[config.mk]
export PLATFORM = sky130hd
export DESIGN_NAME = mapper_ext
export DESIGN_NICKNAME = d
export VERILOG_FILES = /design/src/rtl/mapper_ext.sv
export SDC_FILE = /design/constraint.sdc
export NUM_CORES = 1
export LEC_CHECK = 0
export ABC_AREA = 0
export BUFFER_PORTS_ARGS = -buffer_cell sky130_fd_sc_hd__buf_2
export CAP_MARGIN = 20
export CORE_MARGIN = 10
export CORE_UTILIZATION = 45
export CTS_BUF_LIST = sky130_fd_sc_hd__clkbuf_8
export DETAILED_ROUTE_END_ITERATION = 8
export HOLD_SLACK_MARGIN = 0.08
export PLACE_DENSITY = 0.86
export SLEW_MARGIN = 20
export SYNTH_ARGS = -nofsm -noshare
export SYNTH_HDL_FRONTEND = slang
export SYNTH_SLANG_ARGS = --single-unit
[constraint.sdc]
create_clock -name clk -period 3.03 [get_ports clk]
set_input_delay 0.606 -clock clk [delete_from_list [all_inputs] [get_ports clk]]
set_output_delay 0.606 -clock clk [all_outputs]
set_load 0.01 [all_outputs]
[src/rtl/mapper_ext.sv]
// Memory mapper: 7FFD/DFFD paging registers, slot decode to ROM/SRAM, and SRAM write-strobe sequencing.
// Define MAPPER_PLUS3_EN to build the 1FFD register with its all-RAM maps and ROM bank bit 1.
module mapper_ext #(
    parameter int unsigned RAM_PAGE_BITS = 3,
    parameter int unsigned ROM_BANK_BITS = 2,
    parameter int unsigned RAM_ADDR_W    = 19,
    parameter int unsigned WE_CYCLES     = 2
) (
    input  logic                      clk,
    input  logic                      mrst_n,
    input  logic                      cpurst_n,
    input  logic [15:0]               a,
    input  logic                      mreq_n,
    input  logic                      iorq_n,
    input  logic                      rd_n,
    input  logic                      wr_n,
    input  logic [7:0]                din,
    output logic                      vrampage,
    output logic [ROM_BANK_BITS+13:0] addr_rom,
    output logic                      oe_n_rom,
    output logic [RAM_ADDR_W-1:0]     addr_ram,
    output logic                      oe_n_ram,
    output logic                      we_n_ram
);
    localparam int unsigned DFFD_W  = RAM_PAGE_BITS - 3;
    localparam int unsigned DFFD_WS = (DFFD_W > 0) ? DFFD_W : 1;

    typedef enum logic [1:0] {IDLE, SETUP, WRITE, HOLD} wr_state_e;

    logic [5:0]               bank128_q, bank128_d;
    logic [DFFD_WS-1:0]       dffd_q, dffd_d;
    logic [2:0]               bankplus3;
    logic                     iow, iow_d_q, load;
    logic                     sel_7ffd, sel_dffd;
    logic [RAM_PAGE_BITS-1:0] c000_page, page;
    logic [ROM_BANK_BITS-1:0] rom_bank;
    logic [2:0]               allram_page;
    logic                     all_ram, ram_sel, wstrobe;
    wr_state_e                state_q, state_d;
    logic [3:0]               cnt_q, cnt_d;
    logic                     unused_din;

    assign unused_din = ^din[7:6];

    // One load per I/O cycle: only the rising edge of iow counts, and the lock bit blocks everything.
    assign iow      = !iorq_n && !wr_n;
    assign load     = iow && !iow_d_q && !bank128_q[5];
    assign sel_7ffd = (a[1:0] == 2'b01) && a[14] && !a[15];
    assign sel_dffd = (a[1:0] == 2'b01) && (a[15:12] == 4'hD);

    always_comb begin
        bank128_d = bank128_q;
        dffd_d    = dffd_q;
        if (load && sel_7ffd) begin
            bank128_d = din[5:0];
        end
        if (load && sel_dffd && (DFFD_W > 0)) begin
            dffd_d = din[DFFD_WS-1:0];
        end
    end

`ifdef MAPPER_PLUS3_EN
    logic       sel_1ffd;
    logic [2:0] bankplus3_q, bankplus3_d;

    assign sel_1ffd = (a[1:0] == 2'b01) && a[12] && (a[15:13] == 3'b000);

    always_comb begin
        bankplus3_d = bankplus3_q;
        if (load && sel_1ffd) begin
            bankplus3_d = din[2:0];
        end
    end

    always_ff @(posedge clk or negedge mrst_n) begin
        if (!mrst_n) begin
            bankplus3_q <= '0;
        end else if (!cpurst_n) begin
            bankplus3_q <= '0;
        end else begin
            bankplus3_q <= bankplus3_d;
        end
    end

    assign bankplus3 = bankplus3_q;
`else
    assign bankplus3 = '0;
`endif

    assign vrampage = bank128_q[3];
    assign all_ram  = bankplus3[0];
    // With DFFD absent the single unused bit falls off the top in this truncating cast.
    assign c000_page = RAM_PAGE_BITS'({dffd_q, bank128_q[2:0]});
    assign rom_bank  = ROM_BANK_BITS'({bankplus3[2], bank128_q[4]});

    always_comb begin
        allram_page = 3'd0;
        unique case (bankplus3[2:1])
            2'b00: allram_page = {1'b0, a[15:14]};
            2'b01: allram_page = {1'b1, a[15:14]};
            2'b10: allram_page = (a[15:14] == 2'b11) ? 3'd3 : {1'b1, a[15:14]};
            2'b11: begin
                unique case (a[15:14])
                    2'b00: allram_page = 3'd4;
                    2'b01: allram_page = 3'd7;
                    2'b10: allram_page = 3'd6;
                    2'b11: allram_page = 3'd3;
                    default: allram_page = 3'd0;
                endcase
            end
            default: allram_page = 3'd0;
        endcase
    end

    always_comb begin
        oe_n_rom = 1'b1;
        oe_n_ram = 1'b1;
        addr_rom = '0;
        addr_ram = '0;
        ram_sel  = 1'b0;
        page     = '0;
        if (!mreq_n) begin
            if (all_ram) begin
                ram_sel = 1'b1;
                page    = RAM_PAGE_BITS'(allram_page);
            end else begin
                unique case (a[15:14])
                    2'b00: begin
                        oe_n_rom = 1'b0;
                        addr_rom = {rom_bank, a[13:0]};
                    end
                    2'b01: begin
                        ram_sel = 1'b1;
                        page    = RAM_PAGE_BITS'(3'd5);
                    end
                    2'b10: begin
                        ram_sel = 1'b1;
                        page    = RAM_PAGE_BITS'(3'd2);
                    end
                    2'b11: begin
                        ram_sel = 1'b1;
                        page    = c000_page;
                    end
                    default: ram_sel = 1'b0;
                endcase
            end
            if (ram_sel) begin
                addr_ram = RAM_ADDR_W'({page, a[13:0]});
                oe_n_ram = rd_n;
            end
        end
    end

    assign wstrobe = !mreq_n && !wr_n;

    always_comb begin
        state_d = state_q;
        cnt_d   = cnt_q;
        if (!wstrobe) begin
            state_d = IDLE;
            cnt_d   = '0;
        end else begin
            unique case (state_q)
                IDLE: begin
                    if (ram_sel) begin
                        state_d = SETUP;
                        cnt_d   = '0;
                    end
                end
                SETUP: begin
                    state_d = WRITE;
                    cnt_d   = '0;
                end
                WRITE: begin
                    if (cnt_q == 4'(WE_CYCLES - 1)) begin
                        state_d = HOLD;
                        cnt_d   = '0;
                    end else begin
                        cnt_d = cnt_q + 4'd1;
                    end
                end
                HOLD: begin
                    state_d = HOLD;
                end
                default: begin
                    state_d = IDLE;
                    cnt_d   = '0;
                end
            endcase
        end
    end

    // Gating with the live strobe ends the pulse in the same cycle the CPU lets go.
    assign we_n_ram = !((state_q == WRITE) && wstrobe);

    always_ff @(posedge clk or negedge mrst_n) begin
        if (!mrst_n) begin
            bank128_q <= '0;
            dffd_q    <= '0;
            iow_d_q   <= 1'b0;
            state_q   <= IDLE;
            cnt_q     <= '0;
        end else if (!cpurst_n) begin
            bank128_q <= '0;
            dffd_q    <= '0;
            iow_d_q   <= 1'b0;
            state_q   <= IDLE;
            cnt_q     <= '0;
        end else begin
            bank128_q <= bank128_d;
            dffd_q    <= dffd_d;
            iow_d_q   <= iow;
            state_q   <= state_d;
            cnt_q     <= cnt_d;
        end
    end
endmodule

==> flow_metrics.env, run 1 <==
export IMPL_min_period_over_period_pct=75.55
export IMPL_ctsResizeCount=0
export IMPL_vdd_ir_drop_max_v=0.0003690
export IMPL_synth_area_top_cells="dfrtp_1 (34%), and2_1 (19%), a21oi_1 (3.7%)"
export IMPL_post_dp_hpwl_mm=2.567
export IMPL_fin_tns_setup_ps=0
export IMPL_ys_ff_latch=13
export IMPL_drt_initial_drc_count=42
export IMPL_numPortBuffers=64
export IMPL_cp_required_ps=2420
export IMPL_vias_per_cell=5.010
export IMPL_synthAdderAreaFrac_pct=2.608
export IMPL_synth_edf_count=0
export IMPL_worst_slack_ps=740.7
export IMPL_setup_viol=0
export IMPL_hold_slack_ps=234.1
export IMPL_critPathLaunchType="input pin"
export IMPL_worstSetupPathType="in2out"
export IMPL_die_w_um=66.18
export IMPL_period_minus_slack_ps=2289
export IMPL_antenna_cells=0
export IMPL_pre_cts_slack_ps=714.6
export IMPL_synth_top_family_by_area="simple AND/OR/NAND/NOR gates"
export IMPL_drtPass1Iterations=4
export IMPL_cts_buffers_inserted=3
export IMPL_fmax_mhz=436.8
export IMPL_syn_to_final_growth_pct=39.24
export IMPL_rsz0062_at_grt="false"
export IMPL_synth_warnings=0
export IMPL_hold_class="in2async"
export IMPL_routed_wl_mm=3.077
export IMPL_vias=1022
export IMPL_grt_first_pass_wirelength_mm=4.540
export IMPL_drc=0
export IMPL_worstPathArrival_ps=1680
export IMPL_status="completed"
export IMPL_rr_worst_depth=5
export IMPL_synth_simple_area_share_pct=41.98
export IMPL_syn_inst=112
export IMPL_yosys_area_top_type="dfrtp_1"
export IMPL_cts_sinks=13
export IMPL_postCtsSetupBuffers=0
export IMPL_ios=70
export IMPL_yosysUniqueCellTypes=33
export IMPL_grt_ovfl_total=0
export IMPL_drv_cap=0
export IMPL_synth_mux_area_share_pct=1.043
export IMPL_core_sq_um=2002
export IMPL_cts_tree="done"
export IMPL_async_reset_ff_share_pct=100.0
export IMPL_r2r_start="cnt_q[1]"
export IMPL_yosysSeqAreaShare_pct=33.90
export IMPL_grt_antenna_before_repair=0
export IMPL_htree_levels=1
export IMPL_drive_above_1_share_pct=41.24
export IMPL_nNetsFinal=211
export IMPL_synth_ff_type="dfrtp_1"
export IMPL_initial_core_util_pct=47.94
export IMPL_dieHeight_um=66.18
export IMPL_synth_top_area_share_pct=33.90
export IMPL_clock_path_buffers=2
export IMPL_synth_compound_area_share_pct=12.91
export IMPL_cts_root_buf="clkbuf_8"
export IMPL_synth_xor_area_share_pct=0.9126
export IMPL_r2r_slack_ps=1500
export IMPL_regToRegEndpoint="cnt_q[2]"
export IMPL_p_leak_nw=0.6918
export IMPL_worst_slew_pin_slew_ps=647.4
export IMPL_syn_area_sq_um=959.7
export IMPL_finalHoldViolCount=0
export IMPL_ctsHoldBuffers=0
export IMPL_fillers=165
export IMPL_grt_max_degree=17
export IMPL_clkTransAtPathRegs_ps=50
export IMPL_grt_use_total_pct=12.78
export IMPL_clock_latency_ps=250
export IMPL_grt_pass1_vias=973
export IMPL_slew_violations=0
export IMPL_final_util_pct=66.75
export IMPL_antenna_left=0
export IMPL_fin_worst_skew_ps=1.819
export IMPL_dieArea_sq_um=4380
export IMPL_p_per_area_nw_per_um2=314.3
export IMPL_gp_congestion=0.8098
export IMPL_relSlewSlack_pct=56.61
export IMPL_rows=16
export IMPL_cp_end_kind="output pin"
export IMPL_wl_per_cell_um=15.08
export IMPL_avgSynthCellArea_sq_um=8.568
export IMPL_crit_fanout=16
-- through the flow --
| stage | std cells | area [sq um] | total power, W |
|---|---|---|---|
| final | 204 | 1336 | 0.0004200 |
| after detailed placement | 200 | 1291 | 0.0002695 |
| after global routing | 204 | 1336 | 0.0004372 |
| after CTS | 204 | 1336 | 0.0004228 |
| after floorplan | 114 | 967.2 | 0.0002212 |
| after global placement | 200 | 1291 | 0.0002666 |
-- Yosys cell counts, drive strengths merged (3+ instances only) --
library cell   n
inv            8
and2          29
dfrtp         13
nand2b         3
nor2           6
nand3          7
buf            3
a21oi          7
o21ai          5
-- how the worst max path moves through the flow --
stage	startpoint	endpoint	slack (ps)	depth (start not counted)
floorplan	mreq_n	addr_rom[10]	1150	3
finish	mreq_n	addr_rom[8]	740	4
global placement	mreq_n	addr_rom[9]	780	4
CTS	mreq_n	addr_rom[8]	710	4
global route	mreq_n	addr_rom[5]	590	4
detailed placement	mreq_n	addr_rom[8]	710	4
-- routing by layer --
metal / vias up / track usage [%] / routed length [um]
met5: - / 0 / 0
li1: 514 / - / -
met2: 60 / 20.57 / 1282
met1: 443 / 14.47 / 1315
met3: 5 / 5.763 / 440
met4: 0 / 4.712 / 38
-- worst max-delay path: stages --
cell,delay [ps]
buf_2,150
nor3_2,570
and2_1,220
buf_2,140
-- final cells by class --
type	instances	area (sq um)	area share [%]
multi-input combinational	88	581.8	43.54
clock inverter	1	3.754	0.2809
sequential	13	325.3	24.34
clock buffer	3	41.29	3.090
inverter	8	30.03	2.247
timing repair buffer	64	320.3	23.97
tap	27	33.78	2.528
-- registers in the layout (all words and copies together) (netlist names) --
signal,count
cnt_q,4
bank128_q,6
iow_d_q,1
state_q,2
-- where the power goes --
part           switching [W]  total (W)  internal (W)
Clock              0.0000645   0.000154     0.0000896
Sequential        0.00000128   0.000176      0.000175
Combinational      0.0000508  0.0000895     0.0000387
-- cell families (layout without fill, tap and decap cells) --
kind of cell | after synthesis | in the layout
AOI/OAI and AO/OA | 20 | 20
other | 1 | 3
adders and majority gates | 2 | 2
DFF | 13 | 13
and+or+nand+nor | 61 | 61
xor gates and xnor gates | 1 | 1
buffers and inverters | 13 | 76
muxes | 1 | 1
-- layout by cell type, fill, tap and decap left out, drive strengths merged, types with 2 or more instances in the layout --
cell type / synthesis / layout
a21oi: 7 / 7
and2: 29 / 29
buf: 3 / 64
clkbuf: 2 / 3
conb: 1 / 3
dfrtp: 13 / 13
ha: 2 / 2
inv: 8 / 9
nand2b: 3 / 3
nand3: 7 / 7
nand4: 2 / 2
nor2: 6 / 6
nor2b: 2 / 2
nor3: 2 / 2
nor3b: 2 / 2
o2111ai: 2 / 2
o21ai: 5 / 5
o221ai: 2 / 2
(Power assumes the default switching activity.)
==> inputs of run 2 (changes only) <==
CORE_UTILIZATION = 37   (was 45)
PLACE_DENSITY = 0.75   (was 0.86)
clock period = 2 ns   (was 3.03 ns; I/O delays follow)
==> run 2 against run 1 <==
Effect of this change: sequential cell count did not move; register-to-register slack got worse by 1000 ps; routed wire length rose by 8.2%; critical path type is now reg2out; cell area rose by 1.8%; largest cell class unchanged; utilization fell by 12 points; critical path depth fell by 1; combinational power rose by 56%; highest routed layer unchanged.
==> flow_metrics.env, run 2 (synthesis results as in run 1) <==
export IMPL_status="completed"
export IMPL_drtPass1Iterations=4
export IMPL_report_power_total_w=0.0006421
export IMPL_critPathLaunchType="flip-flop"
export IMPL_routed_wl_mm=3.329
export IMPL_path_cells="nor4b_4 > inv_1 > buf_2"
export IMPL_antenna_left=0
export IMPL_htree_levels=1
export IMPL_worstPathArrival_ps=1350
export IMPL_fin_tns_setup_ps=0
export IMPL_grt_util_met3_pct=4.881
export IMPL_stdcell_area_sq_um=1360
export IMPL_cts_root_buf="clkbuf_8"
export IMPL_final_cell_mix="buf_2 (64), and2_1 (29), dfrtp_1 (13)"
export IMPL_met2_usage_pct=20.77
export IMPL_largest_registers="bank128_q: 6 flops, cnt_q: 4 flops, state_q: 2 flops"
export IMPL_grt_use_total_pct=12.86
export IMPL_worstSetupPathType="reg2out"
export IMPL_crit_fanout=6
export IMPL_vdd_ir_drop_max_v=0.0004460
export IMPL_cp_slowest_cell="dfrtp_1"
export IMPL_grt_antenna_before_repair=0
export IMPL_antenna_cells=0
export IMPL_grt_max_degree=17
export IMPL_busiest_layer="met2"
export IMPL_fin_worst_skew_ps=0.8447
export IMPL_cp_required_ps=1600
export IMPL_min_period_over_period_pct=87.52
export IMPL_p_leak_nw=0.7014
export IMPL_whs_path_depth=2
export IMPL_crit_family="flip-flops"
export IMPL_critPathBufInv=2
export IMPL_syn_to_final_growth_pct=41.72
export IMPL_gp_congestion=0.8304
export IMPL_drc=0
export IMPL_clkTransAtPathRegs_ps=60
export IMPL_initial_core_util_pct=38.74
export IMPL_fin_cells=209
export IMPL_setup_viol=0
export IMPL_vias_per_cell=5.048
export IMPL_rows=18
export IMPL_cts_sinks=13
export IMPL_dieArea_sq_um=5031
export IMPL_crit_cells=3
export IMPL_grt_pass1_vias=1083
export IMPL_cp_end_kind="output pin"
export IMPL_drive_above_1_share_pct=41.90
export IMPL_grt_ovfl_total=0
export IMPL_critical_path_max_stage_delay_ps=460
export IMPL_dpl_cell_area_sq_um=1303
export IMPL_fillers=238
export IMPL_fmax_mhz=571.3
export IMPL_vias=1055
export IMPL_placed_cells=204
export IMPL_clock_path_buffers=2
export IMPL_rsz0062_at_grt="false"
export IMPL_nNetsFinal=213
export IMPL_relSlewSlack_pct=60.46
export IMPL_period_minus_slack_ps=1750
export IMPL_grt_first_pass_wirelength_mm=5.464
export IMPL_wl_per_cell_um=15.93
export IMPL_rr_worst_depth=5
export IMPL_drt_initial_drc_count=35
export IMPL_worst_slew_pin_slew_ps=588.2
export IMPL_ios=70
export IMPL_drv_cap=0
export IMPL_clock_latency_ps=250
export IMPL_slew_violations=0
export IMPL_cts_buffers_inserted=3
export IMPL_top_register="bank128_q"
export IMPL_dieHeight_um=70.93
export IMPL_finalHoldViolCount=0
export IMPL_core_sq_um=2477
export IMPL_p_per_area_nw_per_um2=472.1
export IMPL_cts_tree="done"
export IMPL_numPortBuffers=64
export IMPL_die_w_um=70.93
export IMPL_grt_use_met1_pct=15.42
export IMPL_hold_class="in2reg"
export IMPL_mostFrequentLayoutCell="buf_2"
export IMPL_largest_reg_flops=6
export IMPL_post_dp_hpwl_mm=2.788
==> run 2: changes by cell type in the layout (fill, tap and decap cells not counted) <==
cell / before / now
buf_4: 0 / 1
nor2_2: 0 / 1
nor2_1: 6 / 5
dlygate4sd3_1: 0 / 1
==> run 2: metal layers <==
| metal | share of wire [%] | vias to the layer above |
|---|---|---|
| met2 | 45 | 56 |
| met4 | 1.1 | 0 |
| met1 | 43 | 480 |
| met5 | 0 | - |
| li1 | - | 514 |
| met3 | 11 | 5 |
==> run 2: metrics by stage <==
step	utilization (%)	hold slack, ps	setup slack (ps)
floorplan	-	104.4	527.7
global placement	52.58	298.2	213.6
detailed placement	52.58	304.8	142.2
CTS	54.80	347.8	139.8
global route	54.90	352.5	174.4
finish	54.90	346.3	249.5
==> run 2: layout make-up <==
cell class | instances | area (sq um) | area share [%]
clock buffer | 3 | 41.29 | 3.036
clock inverter | 1 | 3.754 | 0.2760
inverter | 8 | 30.03 | 2.208
multi-input combinational | 88 | 584.3 | 42.96
sequential | 13 | 325.3 | 23.92
tap | 30 | 37.54 | 2.760
timing repair buffer | 66 | 337.8 | 24.84
==> run 2: what timing repair did <==
action	in CTS	in global routing
hold buffers	1	0
resized for setup	0	1
endpoints found under the setup margin	0	12
hold endpoints to repair	13	0
setup buffers	0	0
==> run 2: final timing paths <==
path	startpoint	to	slack (ps)
worst min-delay path	iorq_n	iow_d_q	350
worst max register to register	cnt_q[1]	cnt_q[3]	480
worst min register to register	cnt_q[0]	cnt_q[0]	540
worst max-delay path	state_q[0]	we_n_ram	250
min in group asynchronous	mrst_n	bank128_q[4]	570
max in group asynchronous	mrst_n	cnt_q[1]	1210
==> run 2: power breakdown <==
group	switching [W]	internal, W
clock network	0.0000984	0.000136
logic	0.0000792	0.0000611
registers	0.00000214	0.000265
total	0.000180	0.000462
